--- src/rtl/button_debouncer_pkg.sv ---
// Shared state encoding and default sizing for the push-button debouncer.
package button_debouncer_pkg;

    typedef enum logic [1:0] {
        IDLE_LOW  = 2'b00,
        WAIT_HIGH = 2'b01,
        IDLE_HIGH = 2'b10,
        WAIT_LOW  = 2'b11
    } state_t;

    localparam int DEBOUNCE_CYCLES_DEFAULT = 16;
    localparam int CNT_WIDTH_DEFAULT       = 8;

endpackage

--- src/rtl/button_debouncer_if.sv ---
// Raw button in, debounced level and edge strobes out.
interface button_debouncer_if;

    logic input_push_button3_raw_3;
    logic output_led1_d_4;
    logic output_led2_rise_5;
    logic output_led3_fall_6;

    modport master (
        output input_push_button3_raw_3,
        input  output_led1_d_4,
        input  output_led2_rise_5,
        input  output_led3_fall_6
    );

    modport slave (
        input  input_push_button3_raw_3,
        output output_led1_d_4,
        output output_led2_rise_5,
        output output_led3_fall_6
    );

endinterface

--- src/rtl/button_sync.sv ---
// Two-flop synchronizer with asynchronous active-low clear.
module button_sync (
    input  logic clk,
    input  logic rst_n,
    input  logic raw,
    output logic sync
);

    logic sync1;

    always_ff @(posedge clk or negedge rst_n) begin
        if (!rst_n) begin
            sync1 <= 1'b0;
            sync  <= 1'b0;
        end else begin
            sync1 <= raw;
            sync  <= sync1;
        end
    end

endmodule

--- src/rtl/button_debouncer.sv ---
// Synchronizes a bouncing button and accepts a new level only after
// DEBOUNCE_CYCLES consecutive identical synchronized samples.
module button_debouncer
    import button_debouncer_pkg::*;
#(
    parameter int DEBOUNCE_CYCLES = DEBOUNCE_CYCLES_DEFAULT,
    parameter int CNT_WIDTH       = CNT_WIDTH_DEFAULT
) (
    input  logic               input_clock1_clk_1,
    input  logic               input_input_switch2__clear_2,
    button_debouncer_if.slave  bus
);

    if (DEBOUNCE_CYCLES < 2 || DEBOUNCE_CYCLES > 255 ||
        (2 ** CNT_WIDTH) <= DEBOUNCE_CYCLES) begin : g_bad_param
        $error("button_debouncer: illegal DEBOUNCE_CYCLES/CNT_WIDTH");
    end

    localparam logic [CNT_WIDTH-1:0] CNT_LAST = CNT_WIDTH'(DEBOUNCE_CYCLES - 1);

    logic                 sync2;
    logic [CNT_WIDTH-1:0] cnt;
    state_t               state;
    logic                 level;
    logic                 rise;
    logic                 fall;

    button_sync u_sync (
        .clk   (input_clock1_clk_1),
        .rst_n (input_input_switch2__clear_2),
        .raw   (bus.input_push_button3_raw_3),
        .sync  (sync2)
    );

    // Entering a WAIT state already counts the first differing sample, so
    // the exit fires on the DEBOUNCE_CYCLES-th consecutive one.
    always_ff @(posedge input_clock1_clk_1 or negedge input_input_switch2__clear_2) begin
        if (!input_input_switch2__clear_2) begin
            state <= IDLE_LOW;
            cnt   <= '0;
            level <= 1'b0;
            rise  <= 1'b0;
            fall  <= 1'b0;
        end else begin
            rise <= 1'b0;
            fall <= 1'b0;
            case (state)
                IDLE_LOW: begin
                    if (sync2) begin
                        state <= WAIT_HIGH;
                        cnt   <= CNT_WIDTH'(1);
                    end else begin
                        cnt <= '0;
                    end
                end
                WAIT_HIGH: begin
                    if (!sync2) begin
                        state <= IDLE_LOW;
                        cnt   <= '0;
                    end else if (cnt == CNT_LAST) begin
                        state <= IDLE_HIGH;
                        level <= 1'b1;
                        rise  <= 1'b1;
                        cnt   <= '0;
                    end else begin
                        cnt <= cnt + 1'b1;
                    end
                end
                IDLE_HIGH: begin
                    if (!sync2) begin
                        state <= WAIT_LOW;
                        cnt   <= CNT_WIDTH'(1);
                    end else begin
                        cnt <= '0;
                    end
                end
                WAIT_LOW: begin
                    if (sync2) begin
                        state <= IDLE_HIGH;
                        cnt   <= '0;
                    end else if (cnt == CNT_LAST) begin
                        state <= IDLE_LOW;
                        level <= 1'b0;
                        fall  <= 1'b1;
                        cnt   <= '0;
                    end else begin
                        cnt <= cnt + 1'b1;
                    end
                end
                default: begin
                    state <= IDLE_LOW;
                    level <= 1'b0;
                    cnt   <= '0;
                end
            endcase
        end
    end

    assign bus.output_led1_d_4    = level;
    assign bus.output_led2_rise_5 = rise;
    assign bus.output_led3_fall_6 = fall;

endmodule
--- src/flat_wrapper.sv ---
// flat-port wrapper written by rule: the top's interface ports become plain ports
module button_debouncer_flat import button_debouncer_pkg::*;
#(
    parameter int DEBOUNCE_CYCLES = DEBOUNCE_CYCLES_DEFAULT,
    parameter int CNT_WIDTH       = CNT_WIDTH_DEFAULT
)
  (input_clock1_clk_1, input_input_switch2__clear_2, bus_input_push_button3_raw_3, bus_output_led1_d_4, bus_output_led2_rise_5, bus_output_led3_fall_6);
  button_debouncer_if bus_i ();
  input  logic input_clock1_clk_1;
  input  logic input_input_switch2__clear_2;
  input wire logic [$bits(bus_i.input_push_button3_raw_3)-1:0] bus_input_push_button3_raw_3;
  output wire logic [$bits(bus_i.output_led1_d_4)-1:0] bus_output_led1_d_4;
  output wire logic [$bits(bus_i.output_led2_rise_5)-1:0] bus_output_led2_rise_5;
  output wire logic [$bits(bus_i.output_led3_fall_6)-1:0] bus_output_led3_fall_6;
  assign bus_i.input_push_button3_raw_3 = bus_input_push_button3_raw_3;
  assign bus_output_led1_d_4 = bus_i.output_led1_d_4;
  assign bus_output_led2_rise_5 = bus_i.output_led2_rise_5;
  assign bus_output_led3_fall_6 = bus_i.output_led3_fall_6;
  button_debouncer #(.DEBOUNCE_CYCLES(DEBOUNCE_CYCLES), .CNT_WIDTH(CNT_WIDTH)) u_core (.input_clock1_clk_1(input_clock1_clk_1), .input_input_switch2__clear_2(input_input_switch2__clear_2), .bus(bus_i));
endmodule
--- config.mk ---
export PLATFORM = sky130hd
export DESIGN_NAME = button_debouncer_flat
export DESIGN_NICKNAME = d
export VERILOG_FILES = /design/src/rtl/button_debouncer_pkg.sv /design/src/rtl/button_debouncer_if.sv /design/src/rtl/button_sync.sv /design/src/rtl/button_debouncer.sv /design/src/flat_wrapper.sv
export SDC_FILE = /design/constraint.sdc
export NUM_CORES = 1
export LEC_CHECK = 0
export ABC_AREA = 0
export CAP_MARGIN = 20
export CORE_UTILIZATION = 40
export CTS_CLUSTER_SIZE = 10
export DETAILED_ROUTE_END_ITERATION = 10
export GPL_ROUTABILITY_DRIVEN = 1
export REMOVE_ABC_BUFFERS = 1
export SLEW_MARGIN = 15
export SYNTH_ARGS = -nofsm -noshare
export SYNTH_HDL_FRONTEND = slang
export SYNTH_SLANG_ARGS = --single-unit
--- constraint.sdc ---
create_clock -name input_clock1_clk_1 -period 3.3 [get_ports input_clock1_clk_1]
set_clock_uncertainty 0.15 [all_clocks]
set_input_delay 0.33 -clock input_clock1_clk_1 [delete_from_list [all_inputs] [get_ports input_clock1_clk_1]]
set_output_delay 0.33 -clock input_clock1_clk_1 [all_outputs]
set_load 0.005 [all_outputs]
==> reports/summary.md, run 1 <==
The flow ran to the end, and the final reports show no timing, DRC or antenna violations. Detailed placement finished with a half-perimeter wire length of 847.1 um. The diode insertion count for antenna repair is 0, and the worst endpoint data arrival time is 1.21 ns. Number of resized instances in the post-cts repair step: 0.

The run gives 0.29 ns as the clock latency at the later pin of the worst-skew pair. Leaving out fill and tap cells, the most frequent cell in the layout is dfrtp_1. The initial core utilization is 0.4375, and the DRC violation total after the first TritonRoute iteration is 4. The largest single stage delay on the critical path is 0.52 ns.

The period utilization is 0.5107, and the H-tree level count is 1. Leaving out fill and tap cells, the most frequent cells in the layout are dfrtp_1 (15), a21oi_1 (5), clkdlybuf4s50_1 (5). For this design, the CTS-stage hold fixing added 0 buffers. Measured along the x axis, the die boundary spans 43.06 um. The post-synthesis instance total is 58, and the final net count is 72. Setup violations remaining at the end of the flow were counted as 0.

Proportion of synthesized chip area in sequential cells: 0.5566. Before antenna repair, the detailed router went through 2 iterations. The signal on the critical path passes through clkdlybuf4s50_1.

The count of buffer and inverter cells on the critical path works out to 1. Synthesis inferred 15 register bits. Required time of the critical path: 2.82 ns. The run gives 0 as the final hold violation count.

The worst hold endpoint is u_core.u_sync.sync$_DFF_PN0_. The final layout contains routed wiring with a total length of 1185 um. The startpoint identified for the worst register-to-register timing path is u_core.cnt[0]$_DFF_PN0_. The final estimated routing congestion in global placement is 0.7825.

The run gives 27 as the number of distinct library cells after synthesis. The remaining number of nets flagged by the antenna check after routing was 0. Number of I/O port buffers: 5. The clock input transition at the sequential cells of the worst setup and hold paths is 0.09 ns, and the final critical-path required period is 1.685 ns.

Across the VDD grid, the largest voltage drop is 0.0002092 V. The floorplan has 14 rows. The normalized max-slew margin was 0.5469. The logs give 1.65 ns for the slack of the worst reg-to-reg path and 0 for the initial antenna violation count.

TritonCTS built the clock tree. In the final routed layout, each cell accounts on average for 14.28 um. The worst hold path was traced through 0 stages. The number of fill cells was 140. For the all-layer global routing usage, the log shows 0.1551.

Summed over all cells, the static leakage comes to 0.3156 nW. The worst hold path begins at u_core.u_sync.sync1$_DFF_PN0_. For this run, the number of Yosys warnings is 0. Pin placement for this block handled 6 I/O pins.

STA classifies the critical path endpoint as a primary output. The vias after detailed routing came out at 481. Setup repair after global routing left no endpoint under its margin.

The tools report the wire length of the first global-routing pass as 2063 um. Sorting the synthesized cells by area gives the leading types as dfrtp_1 (56%), a21oi_1 (3.7%), nor3b_1 (3.3%). The smallest setup slack after layout was 1.615 ns; the power density relative to cell area was 403.2 nW/um^2.

Static timing analysis puts the maximum clock frequency at 0.5934 GHz. Grouping stages by cell kind, the critical path spends the most delay in buffers and inverters. For the final routed database, the setup TNS stands at 0 ns. The tools report the buffer type at the clock tree root as clkbuf_4. Before CTS, the worst setup slack after placement is 1.662 ns.

On the critical path, the stage with the largest delay is an instance of clkdlybuf4s50_1. Worst setup path category: register to primary output. The fraction of layout instances using a drive strength above 1 came out at 0.1493. The area of the mapped netlist was 674.4 um^2. Measured in cells, the most critical reg-to-reg path has a length of 4.

The path class of the tightest hold or removal check is register to register. The max-slew violation total from the final report was 0; the number of buffers created by CTS was 3. Area share of the leading cell type in the synthesized netlist: 0.5566. Entering global routing, the biggest net connects 16 pins. Along the worst path, the maximum fanout reaches 3.

The logs give 1854 um^2 for the die area and 2 for the largest buffer count on any clock path. For the via count of the first global-routing pass, the log shows 460. Averaged over all synthesized cells, the footprint is 11.63 um^2.

The tool flagged a number of max-cap violations equal to 0. Compared with the post-synthesis result, the final layout area differs by 14.47%. The measured slew at the worst slew-check pin was 0.6775 ns; the setup fix buffers added after clock tree synthesis was 0. Clock tree synthesis found a total of 15 sinks. The placeable core region is 1541 um^2. After detailed routing, the number of vias per cell comes to 5.795.

The worst setup path is launched from a register. Total congestion overflow: 0. Leading area contributor after synthesis: dfrtp_1. The number of remaining DRC errors was 0. The die outline height was 43.06 um.
==> sequential cells by signal, summed over array words and instances (netlist names), named ones only <==
signal / flops
u_core.bus.output_led2_rise_5: 1
u_core.bus.output_led3_fall_6: 1
u_core.u_sync.sync1: 1
u_core.cnt: 8
u_core.bus.output_led1_d_4: 1
u_core.state: 1
u_core.u_sync.sync: 1
==> metal layers <==
metal / share of wire / GRT usage / vias up
li1: - / - / 235
met1: 0.51 / 0.2127 / 238
met2: 0.45 / 0.2303 / 6
met3: 0.026 / 0.02553 / 2
met4: 0.016 / 0.09091 / 0
met5: 0 / 0 / -
==> report_power, final <==
| part | switching [mW] | internal [mW] |
|---|---|---|
| sequential | 0.00419 | 0.187 |
| combinational | 0.00726 | 0.00525 |
| clock | 0.0623 | 0.0451 |
==> area by class of cell <==
type / instances / area [um^2] / share of cell area
well taps: 16 / 20.02 / 0.02593
flip-flops and latches: 15 / 375.4 / 0.4862
clock inverters: 1 / 5.005 / 0.006483
multi-input cells: 40 / 287.8 / 0.3728
inverters: 3 / 11.26 / 0.01459
clock buffers: 3 / 22.52 / 0.02917
repair buffers: 5 / 50.05 / 0.06483
==> worst max-delay path by stage <==
| stage | start | endpoint | slack (ns) | cells after the start |
|---|---|---|---|---|
| after detailed placement | u_core.cnt[0]$_DFF_PN0_ | register | 1.66 | 4 |
| after CTS | u_core.bus.output_led1_d_4$_DFFE_PN0P_ | bus_output_led1_d_4 | 1.60 | 1 |
| after global placement | u_core.cnt[0]$_DFF_PN0_ | register | 1.65 | 4 |
| after floorplan | u_core.cnt[0]$_DFF_PN0_ | register | 1.75 | 4 |
| final | u_core.bus.output_led1_d_4$_DFFE_PN0P_ | bus_output_led1_d_4 | 1.61 | 1 |
| after global routing | u_core.cnt[0]$_DFF_PN0_ | u_core.cnt[6]$_DFF_PN0_ | 1.55 | 4 |
==> cell usage after synthesis <==
master and n:
dfrtp_1 15, a21oi_1 5, inv_1 3, nand2_1 3
nand3_1 3, nor3b_1 3, o21ai_0 3, nand4_1 2
nor2_1 2, or3_1 2, a211oi_1 1, a221o_1 1
a31oi_1 1, a41oi_1 1, and2_1 1, and3_1 1
ha_1 1, mux2_2 1, nand2b_1 1, nand3_2 1
nor4_4 1, o21a_1 1, o41ai_2 1, or3_2 1
or4_4 1, xnor2_1 1, xor2_1 1
==> cells by family after synthesis <==
group | Yosys count | synth area share
xor+xnor | 2 | 0.02598
fa+ha+maj | 1 | 0.01855
simple gates | 22 | 0.2226
compound gates | 14 | 0.1429
buf+inv | 3 | 0.01670
flops | 15 | 0.5566
mux | 1 | 0.01670
==> through the flow <==
step                      instances  total power, mW  cell area, um^2    util  hold slack (ns)
after floorplan                  58           0.1995            674.4       -          -0.1156
after global placement           79           0.2080            744.5  0.4830           0.1838
after detailed placement         79           0.2079            744.5  0.4830           0.1878
after CTS                        83           0.3154            772.0  0.5008           0.2198
after global routing             83           0.3248            772.0  0.5008           0.2305
final                            83           0.3112            772.0  0.5008           0.2159
Note: power is estimated with default switching activity, not from simulation.
==> run 2: changes to the inputs <==
- clock period: 3.3 -> 1.7 ns (I/O delays scaled with it)
==> reports/summary.md, run 2 (synthesis gave the netlist of run 1 again) <==
From synthesis to final layout, the design area changed by 16.88%. The worst-case IR drop observed on VDD is 0.0005587 V. The flow ran to the end, and the final reports show no timing, DRC or antenna violations. The overall die width is 43.06 um. Number of maximum-capacitance constraint violations: 0. Global routing finished with a remaining overflow of 0. The first detailed-routing pass took 4 iterations. The tools report the via count of the first global-routing pass as 475. The cell with the largest stage delay on the worst path is or4_4. Wires add up to 1216 um.

The number of cells on the worst reg-to-reg path is 3. Placeable core region: 1541 um^2. Using the TritonRoute via totals, the vias-per-cell ratio works out to 5.682.

The most frequent standard cell in the layout excluding fill and tap cells is dfrtp_1. The root buffer cell chosen for the clock tree is clkbuf_4. The maximum number of pins on one net before global-route repair was 16.

For the diode insertion count for antenna repair, the log shows 0. The H-tree level count was 1; the count of buffer and inverter cells on the critical path was 0. The initial core utilization is 0.4375. Across all setup checks in the final design, the least slack found is 0.09209 ns. Clock-pin slew was measured on the worst setup and hold paths at 0.08 ns. For the number of buffers created by CTS, the log shows 3. More flip-flops sit in one register than any other, and that register is u_core.cnt. Setup violations remaining at the end of the flow were counted as 0. The layer with the highest usage was met2. For the number of remaining DRC errors, the log shows 0. TritonCTS built the clock tree. The power density relative to cell area is 756.6 nW/um^2. The worst setup path is of the register to register kind. Walking the worst path, the cells encountered are or4_4 > o41ai_2 > a21oi_1. No sink is reached through more buffers than the 2 on the longest clock path.

The worst setup path is captured at a register. On the critical path the largest part of the delay comes from simple AND/OR/NAND/NOR gates. In the layout the commonest cells are dfrtp_1 (15), a21oi_1 (5), clkdlybuf4s50_1 (5). Input and output buffers added on the ports amount to 5.

After detailed routing, the average wire length per cell comes to 14.31 um. The worst setup path is launched from a register. After layout, the minimum clock period comes to 1.608 ns. Of all nets on the critical path, the largest fanout is 6. Detailed routing inserted a total of 483 vias.

Initial antenna violation count: 0. Hold repair after CTS inserted 0 buffers. In this design, the stage delay of the slowest critical-path cell is 0.58 ns. The floorplan step defined a die boundary enclosing 1854 um^2.

The achievable frequency was 0.6219 GHz. The register with the most flip-flops in the layout has 8 of them. The run gives 1.62 ns as the worst endpoint data arrival time.

The fraction of the core area covered by cells at the end of the flow is 0.5114, and the final net count is 74. The fraction of layout instances using a drive strength above 1 was 0.1739; the final estimated routing congestion in global placement was 0.7552. The tools report the normalized max-slew margin as 0.7797. Setup repair after global routing left no endpoint under its margin. The first global-routing pass estimated 2111 um of wire.

The final hold violation count was 0. The logs give 0.1581 for the all-layer global routing usage and 0.3204 nW for the leakage power of the design. The worst register-to-register path begins at u_core.cnt[5]$_DFF_PN0_. The tools report the met2 demand-to-capacity share in global routing as 0.2333.

The floorplan has 14 rows. The required time of the critical path was 1.71 ns. The class of the tightest hold or removal check was input port to asynchronous set/reset pin.

For the clock net sink count, the log shows 15. Sum of negative setup slack: 0 ns. The met1 usage in global routing is 0.2022, and the period utilization is 0.9458. At the pin with the least slew margin, the transition time is 0.3280 ns.

In this run the register-to-register setup slack is 0.09 ns. The worst register-to-register path ends at u_core.bus.output_led1_d_4$_DFFE_PN0P_. The top-level port count was 6; the remaining number of nets flagged by the antenna check after routing was 0.

Clock latency at the later pin of the worst-skew pair: 0.28 ns. The tools report the max-slew violation total from the final report as 0. Once the clock tree was built, the setup fixing pass inserted 0 buffers. The tools report the worst-case setup slack after placement as 0.08110 ns. In this run, the number of DRC markers left after iteration 0 of detailed routing was 28.

Once detailed placement completed, the half-perimeter wirelength came to 854.8 um. The global-route track usage on met3 is 0.07660, and the die outline height is 43.06 um.
-- run 2: changes by cell type in the layout (fill, tap and decap cells not counted) --
cell and change:
buf_4 +2, clkbuf_1 +1, clkinv_2 -1, ha_1 -1, ha_2 +1
-- run 2: layout make-up --
cell class	count	area (um^2)
Fill cell	141	753.2
Multi-Input combinational cell	40	290.3
Inverter	3	11.26
Clock buffer	4	26.28
Tap cell	16	20.02
Sequential cell	15	375.4
Timing Repair Buffer	7	65.06
-- run 2: worst max-delay path by stage --
stage / startpoint / endpoint / slack [ns] / cells after the start
after detailed placement: u_core.cnt[1]$_DFF_PN0_ / register / 0.08 / 4
after global placement: u_core.cnt[1]$_DFF_PN0_ / register / 0.07 / 4
after CTS: u_core.cnt[1]$_DFF_PN0_ / register / 0.06 / 4
after global routing: u_core.cnt[1]$_DFF_PN0_ / u_core.cnt[6]$_DFF_PN0_ / 0.03 / 4
final: u_core.cnt[5]$_DFF_PN0_ / u_core.bus.output_led1_d_4$_DFFE_PN0P_ / 0.09 / 3
after floorplan: u_core.cnt[0]$_DFF_PN0_ / register / 0.15 / 4
-- run 2: timing repair --
item                                    CTS  global route
hold endpoints to repair                  0             0
endpoints found under the setup margin    0             2
resized for setup                         0             1
-- run 2: layer usage --
layer  part of all wire  vias up
li1                   -      236
met1               0.47      228
met2               0.44       17
met3              0.077        2
met4             0.0099        0
met5                  0        -
-- run 2: metrics by stage --
step           instance area [um^2]  power (mW)  instances  hold slack, ns
6_report                      788.3      0.5964         85         0.04566
5_1_grt                       788.3      0.6231         85         0.06256
4_1_cts                       785.8      0.6066         85         0.05145
3_5_place_dp                  759.5      0.4083         81          0.1926
3_3_place_gp                  759.5      0.4091         81          0.1822
2_1_floorplan                 674.4      0.3874         58         -0.2756
-- run 2: power breakdown --
group | internal, mW | switching [mW] | total [mW] | leakage [nW]
registers | 0.363 | 0.00728 | 0.370 | 0.200
clock network | 0.0910 | 0.104 | 0.195 | 0.0150
logic | 0.0143 | 0.0168 | 0.0311 | 0.105
